### config.mk
export PLATFORM = sky130hd
export DESIGN_NAME = if_stage
export DESIGN_NICKNAME = d
export VERILOG_FILES = /design/src/rtl/if_stage_pkg.sv /design/src/rtl/if_fetch_buf.sv /design/src/rtl/if_stage.sv
export SDC_FILE = /design/constraint.sdc
export NUM_CORES = 1
export LEC_CHECK = 0
export ABC_AREA = 1
export CAP_MARGIN = 15
export CORE_AREA = 2 2 143 145
export DETAILED_ROUTE_END_ITERATION = 6
export DIE_AREA = 0 0 145 147
export PLACE_DENSITY = 0.74
export SLEW_MARGIN = 5
export SYNTH_ARGS = -nofsm -noshare
export SYNTH_HDL_FRONTEND = slang
export SYNTH_SLANG_ARGS = --single-unit
export TNS_END_PERCENT = 1
### constraint.sdc
create_clock -name clk -period 3 [get_ports clk]
set_input_delay 0.45 -clock clk [delete_from_list [all_inputs] [get_ports clk]]
set_output_delay 0.45 -clock clk [all_outputs]
set_load 0.02 [all_outputs]
### src/rtl/if_stage_pkg.sv
// Shared definitions for the RV32I instruction-fetch stage.
package if_stage_pkg;

    localparam int unsigned XLEN = 32;

    localparam logic [XLEN-1:0] NOP_INST = 32'h0000_0013;

    typedef enum logic [1:0] {
        PC_4     = 2'b00,
        PC_IMM   = 2'b01,
        PC_IMMRS = 2'b10
    } branch_ctrl_t;

    typedef enum logic [1:0] {
        IDLE = 2'b00,
        WAIT = 2'b01,
        KILL = 2'b10
    } if_state_t;

endpackage

### src/rtl/if_fetch_buf.sv
// One-entry fetch buffer holding a response that IF/ID could not accept yet.
module if_fetch_buf
    import if_stage_pkg::*;
(
    input  logic            clk,
    input  logic            rst,
    input  logic            wr,
    input  logic [XLEN-1:0] wr_pc,
    input  logic [XLEN-1:0] wr_inst,
    input  logic            drain,
    input  logic            flush,
    output logic [XLEN-1:0] pc,
    output logic [XLEN-1:0] inst,
    output logic            valid
);

    // A write may coincide with a drain: the old entry moves to IF/ID, the new one stays.
    always_ff @(posedge clk) begin
        if (rst) begin
            valid <= 1'b0;
            pc    <= '0;
            inst  <= NOP_INST;
        end else if (flush) begin
            valid <= 1'b0;
        end else if (wr) begin
            valid <= 1'b1;
            pc    <= wr_pc;
            inst  <= wr_inst;
        end else if (drain) begin
            valid <= 1'b0;
        end
    end

endmodule

### src/rtl/if_stage.sv
// Instruction-fetch stage: fetch PC, one-deep fetch buffer and IF/ID register.
// Optional macro IF_PERF_CNT_EN adds kept/killed response counters.
module if_stage
    import if_stage_pkg::*;
#(
    parameter logic [XLEN-1:0] RESET_PC = 32'h0000_0000,
    parameter logic [XLEN-1:0] NOP_INST = 32'h0000_0013
) (
    input  logic            clk,
    input  logic            rst,
    input  logic [1:0]      BranchCtrl,
    input  logic [XLEN-1:0] pc_imm,
    input  logic [XLEN-1:0] pc_immrs,
    input  logic            Flush,
    input  logic            IFID_RegWrite,
    input  logic            PCWrite,
    output logic            im_req,
    output logic [XLEN-1:0] im_addr,
    input  logic            im_rvalid,
    input  logic [XLEN-1:0] im_rdata,
    output logic [XLEN-1:0] ID_pc,
    output logic [XLEN-1:0] ID_inst,
    output logic            ID_valid
`ifdef IF_PERF_CNT_EN
    ,
    output logic [XLEN-1:0] perf_fetch_cnt,
    output logic [XLEN-1:0] perf_kill_cnt
`endif
);

    if_state_t       state;
    logic [XLEN-1:0] fetch_pc;
    logic [XLEN-1:0] req_pc;
    logic [XLEN-1:0] buf_pc;
    logic [XLEN-1:0] buf_inst;
    logic            buf_valid;

    logic            redirect;
    logic [XLEN-1:0] target;
    logic            kept;
    logic            discard;
    logic            bypass;
    logic            buf_wr;
    logic            drain;
    logic            slot_free;
    logic            issue;

    // Issue decision is combinational so a 1-cycle memory sustains one fetch per cycle.
    always_comb begin
        redirect  = (BranchCtrl != PC_4);
        target    = (BranchCtrl == PC_IMMRS) ? (pc_immrs & ~32'h1) : pc_imm;
        kept      = (state == WAIT) && im_rvalid && !redirect;
        discard   = im_rvalid && ((state == KILL) || ((state == WAIT) && redirect));
        drain     = IFID_RegWrite && !Flush && buf_valid;
        bypass    = kept && IFID_RegWrite && !Flush && !buf_valid;
        buf_wr    = kept && !bypass;
        slot_free = (!buf_valid || drain) && !buf_wr;
        issue     = !rst && PCWrite && !redirect && slot_free &&
                    ((state == IDLE) || ((state == WAIT) && im_rvalid));
        im_req    = issue;
        im_addr   = fetch_pc;
    end

    if_fetch_buf u_buf (
        .clk     (clk),
        .rst     (rst),
        .wr      (buf_wr),
        .wr_pc   (req_pc),
        .wr_inst (im_rdata),
        .drain   (drain),
        .flush   (redirect),
        .pc      (buf_pc),
        .inst    (buf_inst),
        .valid   (buf_valid)
    );

    always_ff @(posedge clk) begin
        if (rst) begin
            state    <= IDLE;
            fetch_pc <= RESET_PC;
            req_pc   <= RESET_PC;
            ID_pc    <= '0;
            ID_inst  <= NOP_INST;
            ID_valid <= 1'b0;
        end else begin
            assert (!(buf_wr && buf_valid && !drain));

            case (state)
                IDLE:    state <= issue ? WAIT : IDLE;
                WAIT: begin
                    if (im_rvalid)     state <= issue ? WAIT : IDLE;
                    else if (redirect) state <= KILL;
                    else               state <= WAIT;
                end
                KILL:    state <= im_rvalid ? IDLE : KILL;
                default: state <= IDLE;
            endcase

            if (redirect)   fetch_pc <= target;
            else if (issue) fetch_pc <= fetch_pc + 32'd4;

            if (issue) req_pc <= fetch_pc;

            // Buffered entry is older than any bypassed response.
            if (IFID_RegWrite) begin
                if (Flush) begin
                    ID_inst  <= NOP_INST;
                    ID_valid <= 1'b0;
                end else if (buf_valid) begin
                    ID_pc    <= buf_pc;
                    ID_inst  <= buf_inst;
                    ID_valid <= 1'b1;
                end else if (bypass) begin
                    ID_pc    <= req_pc;
                    ID_inst  <= im_rdata;
                    ID_valid <= 1'b1;
                end else begin
                    ID_inst  <= NOP_INST;
                    ID_valid <= 1'b0;
                end
            end
        end
    end

`ifdef IF_PERF_CNT_EN
    always_ff @(posedge clk) begin
        if (rst) begin
            perf_fetch_cnt <= '0;
            perf_kill_cnt  <= '0;
        end else begin
            perf_fetch_cnt <= perf_fetch_cnt + 32'(kept);
            perf_kill_cnt  <= perf_kill_cnt + 32'(discard) +
                              32'(redirect && buf_valid && !drain);
        end
    end
`endif

endmodule

==> results of run 1 <==
flip-flops by register name (all words and copies together), names as in the netlist:
| signal | count |
|---|---|
| im_addr | 32 |
| ID_valid | 1 |
| ID_pc | 32 |
| ID_inst | 32 |
| state | 2 |
| req_pc | 32 |
| u_buf.pc | 32 |
| u_buf.inst | 32 |
| u_buf.valid | 1 |
synthesized netlist by cell type, types with 2 or more instances:
| library cell | count | area (sq um) |
|---|---|---|
| buf_6 | 7 | 78.83 |
| xor2_1 | 2 | 17.52 |
| o211ai_1 | 2 | 15.01 |
| nor2_8 | 2 | 40.04 |
| nand2_4 | 2 | 22.52 |
| inv_2 | 4 | 15.01 |
| nor3_1 | 2 | 10.01 |
| o22ai_1 | 5 | 31.28 |
| nand3b_1 | 7 | 52.55 |
| nand3_1 | 33 | 165.2 |
| a22o_1 | 17 | 148.9 |
| clkbuf_1 | 54 | 202.7 |
| a31oi_1 | 34 | 212.7 |
| a21oi_1 | 124 | 620.6 |
| dfxtp_1 | 196 | 3924 |
| buf_1 | 4 | 15.01 |
| o21ai_1 | 11 | 55.05 |
| o21ai_0 | 159 | 795.8 |
| inv_4 | 2 | 12.51 |
| nand4_1 | 6 | 37.54 |
| nor2_1 | 148 | 555.5 |
| inv_1 | 71 | 266.5 |
| nand2_1 | 346 | 1299 |
| buf_2 | 15 | 75.07 |
routing by layer:
| layer | routed length, microns | vias up | part of all wire | track usage |
|---|---|---|---|---|
| met5 | 0 | - | 0 | 0 |
| met4 | 371 | 0 | 0.015 | 0.06733 |
| met3 | 1476 | 26 | 0.060 | 0.04876 |
| met2 | 11150 | 267 | 0.45 | 0.3674 |
| met1 | 11590 | 4009 | 0.47 | 0.3151 |
| li1 | - | 4477 | - | - |
area by class of cell:
cell class	instances	area [sq um]
Clock inverter	13	138.9
Tap cell	270	337.8
Inverter	77	295.3
Sequential cell	196	3925
Clock buffer	18	439.2
Fill cell	1873	8330
Multi-Input combinational cell	913	4200
Timing Repair Buffer	219	2177
power breakdown:
part / internal [W] / switching (W)
Clock: 0.00119 / 0.00104
Combinational: 0.000278 / 0.000302
Sequential: 0.00265 / 0.0000773
Total: 0.00412 / 0.00142
worst max path at each step:
stage	startpoint	to	slack [ns]	depth (start not counted)
after floorplan	BranchCtrl[0]	im_req	1.21	7
after global placement	BranchCtrl[0]	im_req	0.23	8
after CTS	BranchCtrl[0]	im_req	0.21	8
final	BranchCtrl[0]	im_req	0.24	8
after detailed placement	BranchCtrl[0]	im_addr[27]	0.22	11
after global routing	BranchCtrl[0]	im_req	0.11	7
kinds of logic (layout without fill, tap and decap cells):
logic type,after synthesis,in the layout,share of synthesized area
simple gates,552,552,0.2550
compound gates,358,358,0.2190
flops,196,196,0.4463
buf+inv,158,327,0.07628
xor+xnor,2,2,0.001993
fa+ha+maj,1,1,0.001423
worst max-delay path: stages:
cell,delay (ns)
clkdlybuf4s50_1,0.69
inv_4,0.07
nand2_4,0.13
nor2_8,0.07
nand2_4,0.06
nand3_2,0.07
inv_1,0.14
clkdlybuf4s50_1,0.63
per-stage QoR:
step                      setup slack (ns)  hold slack [ns]
after floorplan                      1.208           0.4244
after global placement              0.2265           0.4322
after detailed placement            0.2212           0.4399
after CTS                           0.2149           0.4494
after global routing                0.1105           0.4632
final                               0.2365           0.4492
==> flow_summary.json, run 1 <==
{
  "cts_made_buffers": 17,
  "fin_crit_sh": 0.9212,
  "gp_congestion": 0.9275,
  "p_per_area_nw_per_um2": 481.5,
  "min_to": "u_buf.inst[2]",
  "timing.rr.end": "im_addr[16]",
  "hpwl_microns": 16790,
  "first_global_vias": 8065,
  "clock-sinks": 196,
  "path_clk_slew_ns": 0.07,
  "synth_seq_cells": 196,
  "drt-pass1-iter-count": 5,
  "layout.cells.most_common": "nand2_1",
  "critical_path.max_fanout": 8,
  "areaGrowthSynthToFinish_pct": 30.95,
  "stdcell_area_sq_um": 11510,
  "regToRegStartpoint": "im_addr[2]",
  "drc": 0,
  "cp-start-kind": "input pin",
  "crit_type": "in -> out",
  "wl_microns": 24590,
  "num_vias": 8779,
  "final_cell_mix": "nand2_1 (346), clkdlybuf4s50_1 (199), dfxtp_1 (195), o21ai_0 (159), nor2_1 (147)",
  "clkLatencyLatePin_ns": 0.43,
  "end_kind": "output pin",
  "viasPerCell": 5.146,
  "synth_flop_cell": "dfxtp_1",
  "tightest_slew_ns": 0.9331,
  "yosysSeqAreaShare": 0.4463,
  "detail-route-antenna-nets": 0,
  "period_needed_ns": 2.764,
  "post_dp_cell_area_sq_um": 10940,
  "ys_async_sr_fraction": 0,
  "synth_cell_types": 38,
  "grt_pass1_wl_microns": 40370,
  "leakage_nw": 4.226,
  "rsz0062_at_grt": "no",
  "max_clock_freq_mhz": 361.9,
  "r2r_slack_ns": 0.84,
  "finalHoldViolCount": 0,
  "final-setup-viol-count": 0,
  "htreeDepth": 4,
  "initial_core_util": 0.4431,
  "cts_root_buf": "clkbuf_16",
  "drv_cap": 0,
  "port_buffers": 200,
  "die_area_sq_um": 21320,
  "die_w_microns": 145,
  "max_slew_margin": 0.3779,
  "grt_use_total": 0.2300,
  "synth_edf_count": 0,
  "num_rows": 52,
  "die_height_microns": 147,
  "core_area_sq_um": 19840,
  "drive_gt1_frac": 0.04875,
  "cts_tree": "done",
  "hold_buffers": 0,
  "yosys_warnings": 0,
  "place_inst": 1675,
  "utilization": 0.5802,
  "run_status": "complete, no violations",
  "hold_start": "u_buf.inst[2]",
  "clock_path_buffers": 2,
  "fin_total_pwr_w": 0.005544,
  "drtIter0Drc": 688,
  "mappedNetlistNets": 1372,
  "vdd_drop_max_v": 0.0003703,
  "clock_skew_ns": 0.01001,
  "fin_nets": 1529,
  "slew_violations": 0,
  "finalNonFillerCells": 1706,
  "grt_overflow": 0,
  "netlist_instances": 1267,
  "syn_area_sq_um": 8792,
  "rr_worst_depth": 9,
  "grt_antenna_before_repair": 0,
  "synth.avg_cell_area_sq_um": 6.939,
  "antennaDiodeCount": 0,
  "min_path_cells": 2,
  "holdCritPathClass": "reg -> reg",
  "grt_max_degree": 105,
  "cts_setup_buffers": 0,
  "io_pins": 202,
  "tns_ns": 0,
  "cts_resized": 0,
  "avgRoutedWirePerCell_microns": 14.41,
  "worstPathArrival_ns": 2.31,
  "cp.required_ns": 2.55
}
Power figures use the tool's default switching activity.
==> inputs of run 2 (changes only) <==
--- a/config.mk
+++ b/config.mk
@@ -10,6 +10,7 @@
 export CORE_AREA = 2 2 143 145
 export DETAILED_ROUTE_END_ITERATION = 6
 export DIE_AREA = 0 0 145 147
+export MAX_ROUTING_LAYER = met4
 export PLACE_DENSITY = 0.74
 export SLEW_MARGIN = 5
 export SYNTH_ARGS = -nofsm -noshare
==> run 2 against run 1 <==
  * Power rose by 1.3%
  * Final area barely moved
  * Clock power rose by 3%
  * Via count barely moved
  * Hold slack got worse by 0.00070 ns
  * First-iteration DRC count fell by 1.9%
  * Register-to-register slack got worse by 0.03 ns
  * Sequential cell count did not move
  * Sequential share of layout area barely moved
==> flow_summary.json, run 2 (synthesis results as in run 1) <==
{
  "leakage_nw": 4.223,
  "swShare": 0.2553,
  "p_per_area_nw_per_um2": 488.1,
  "drc": 0,
  "holdCritPathClass": "reg -> reg",
  "r2r_slack_ns": 0.81,
  "seqPwrFrac": 0.486,
  "vdd_drop_max_v": 0.0003552,
  "final_cell_mix": "nand2_1 (346), clkdlybuf4s50_1 (199), dfxtp_1 (195), o21ai_0 (159), nor2_1 (147)",
  "worstPathArrival_ns": 2.31,
  "post_dp_cell_area_sq_um": 10910,
  "rsz0062_at_grt": "no",
  "grt_pass1_wl_microns": 41410,
  "cp-start-kind": "input pin",
  "period_needed_ns": 2.757,
  "cp.required_ns": 2.55,
  "stdcell_area_sq_um": 11500,
  "holdWs_ns": 0.4485,
  "grt_use_total": 0.2432,
  "end_kind": "output pin",
  "clkPwrFrac": 0.411,
  "drtIter0Drc": 675,
  "cts_setup_buffers": 0,
  "num_vias": 8781,
  "grt_max_degree": 80,
  "clkLatencyLatePin_ns": 0.43,
  "antennaDiodeCount": 0,
  "io_pins": 202,
  "p_comb_frac": 0.103,
  "crit_type": "in -> out",
  "fin_crit_sh": 0.9192,
  "grt_overflow": 0,
  "slew_violations": 0,
  "tightest_slew_ns": 0.8640,
  "utilization": 0.5797,
  "viasPerCell": 5.147,
  "regToRegStartpoint": "im_addr[2]",
  "min_path_cells": 2,
  "drt-pass1-iter-count": 7,
  "timing.rr.end": "im_addr[16]",
  "nFillCells": 1872,
  "clock_skew_ns": 0.008006,
  "path_clk_slew_ns": 0.07,
  "finalHoldViolCount": 0,
  "detail-route-antenna-nets": 0,
  "initial_core_util": 0.4431,
  "gp_congestion": 0.9437,
  "grt_antenna_before_repair": 0,
  "max_clock_freq_mhz": 362.6,
  "die_area_sq_um": 21320,
  "fin_nets": 1529,
  "cts_resized": 0,
  "min_to": "u_buf.inst[6]",
  "drv_cap": 0,
  "num_rows": 52,
  "cts_made_buffers": 17,
  "max_slew_margin": 0.4226,
  "layout.cells.most_common": "nand2_1",
  "avgRoutedWirePerCell_microns": 14.59,
  "hold_buffers": 0,
  "intPower_w": 0.004182,
  "p_sw_w": 0.001433,
  "port_buffers": 200,
  "drive_gt1_frac": 0.04875,
  "htreeDepth": 4,
  "wl_microns": 24890,
  "hold_start": "u_buf.inst[6]",
  "tns_ns": 0,
  "fin_total_pwr_w": 0.005615,
  "cts_root_buf": "clkbuf_16",
  "areaGrowthSynthToFinish_pct": 30.84,
  "final-setup-viol-count": 0,
  "critical_path.max_fanout": 8,
  "cts_tree": "done",
  "die_w_microns": 145,
  "die_height_microns": 147,
  "rr_worst_depth": 9,
  "hpwl_microns": 16980,
  "core_area_sq_um": 19840,
  "clock-sinks": 196,
  "clock_path_buffers": 2,
  "first_global_vias": 8297,
  "run_status": "complete, no violations"
}
run 2: cell types whose count changed in the layout (fill, tap and decap cells not counted):
cell	delta
inv_6	-1
buf_4	+2
clkinvlp_4	+1
buf_12	-2
clkbuf_8	-1
bufinv_16	+1
run 2: critical path: stages:
cell             delay [ns]
clkdlybuf4s50_1        0.69
inv_4                  0.07
nand2_4                0.12
nor2_8                 0.07
nand2_4                0.06
nand3_2                0.08
inv_1                  0.12
clkdlybuf4s50_1        0.62
run 2: worst max path at each step:
stage                  startpoint     endpoint  cells after the start
floorplan           BranchCtrl[0]       im_req                      7
global placement    BranchCtrl[0]       im_req                      8
detailed placement  BranchCtrl[0]  im_addr[27]                     11
CTS                 BranchCtrl[0]       im_req                      8
global route        BranchCtrl[0]       im_req                      8
finish              BranchCtrl[0]       im_req                      8
run 2: stage by stage:
| stage | setup slack [ns] | instances |
|---|---|---|
| floorplan | 1.208 | 1267 |
| global placement | 0.2298 | 1675 |
| detailed placement | 0.1953 | 1675 |
| CTS | 0.2165 | 1706 |
| global route | 0.1699 | 1706 |
| finish | 0.2425 | 1706 |
run 2: per-layer routing:
metal / vias up / routed length, microns / GRT usage / part of all wire
met1: 3977 / 11650 / 0.3188 / 0.47
met2: 292 / 11330 / 0.3833 / 0.45
met3: 38 / 1415 / 0.03975 / 0.057
li1: 4474 / - / - / -
met5: - / 0 / - / 0
met4: 0 / 500 / 0.08416 / 0.020
run 2: power by group through the flow:
stage	Clock [W]	Sequential [W]	Combinational, W
after floorplan	0	0.00280	0.000264
after global placement	0	0.00278	0.000574
after detailed placement	0	0.00279	0.000580
after CTS	0.00234	0.00273	0.000583
after global routing	0.00245	0.00274	0.000637
final	0.00231	0.00273	0.000581
run 2: layout make-up:
type	count	area (sq um)	share of cell area
tap	270	337.8	0.02937
timing repair buffer	219	2152	0.1871
multi-input combinational	913	4200	0.3651
clock inverter	14	167.7	0.01457
inverter	77	295.3	0.02567
clock buffer	17	425.4	0.03698
sequential	196	3925	0.3412
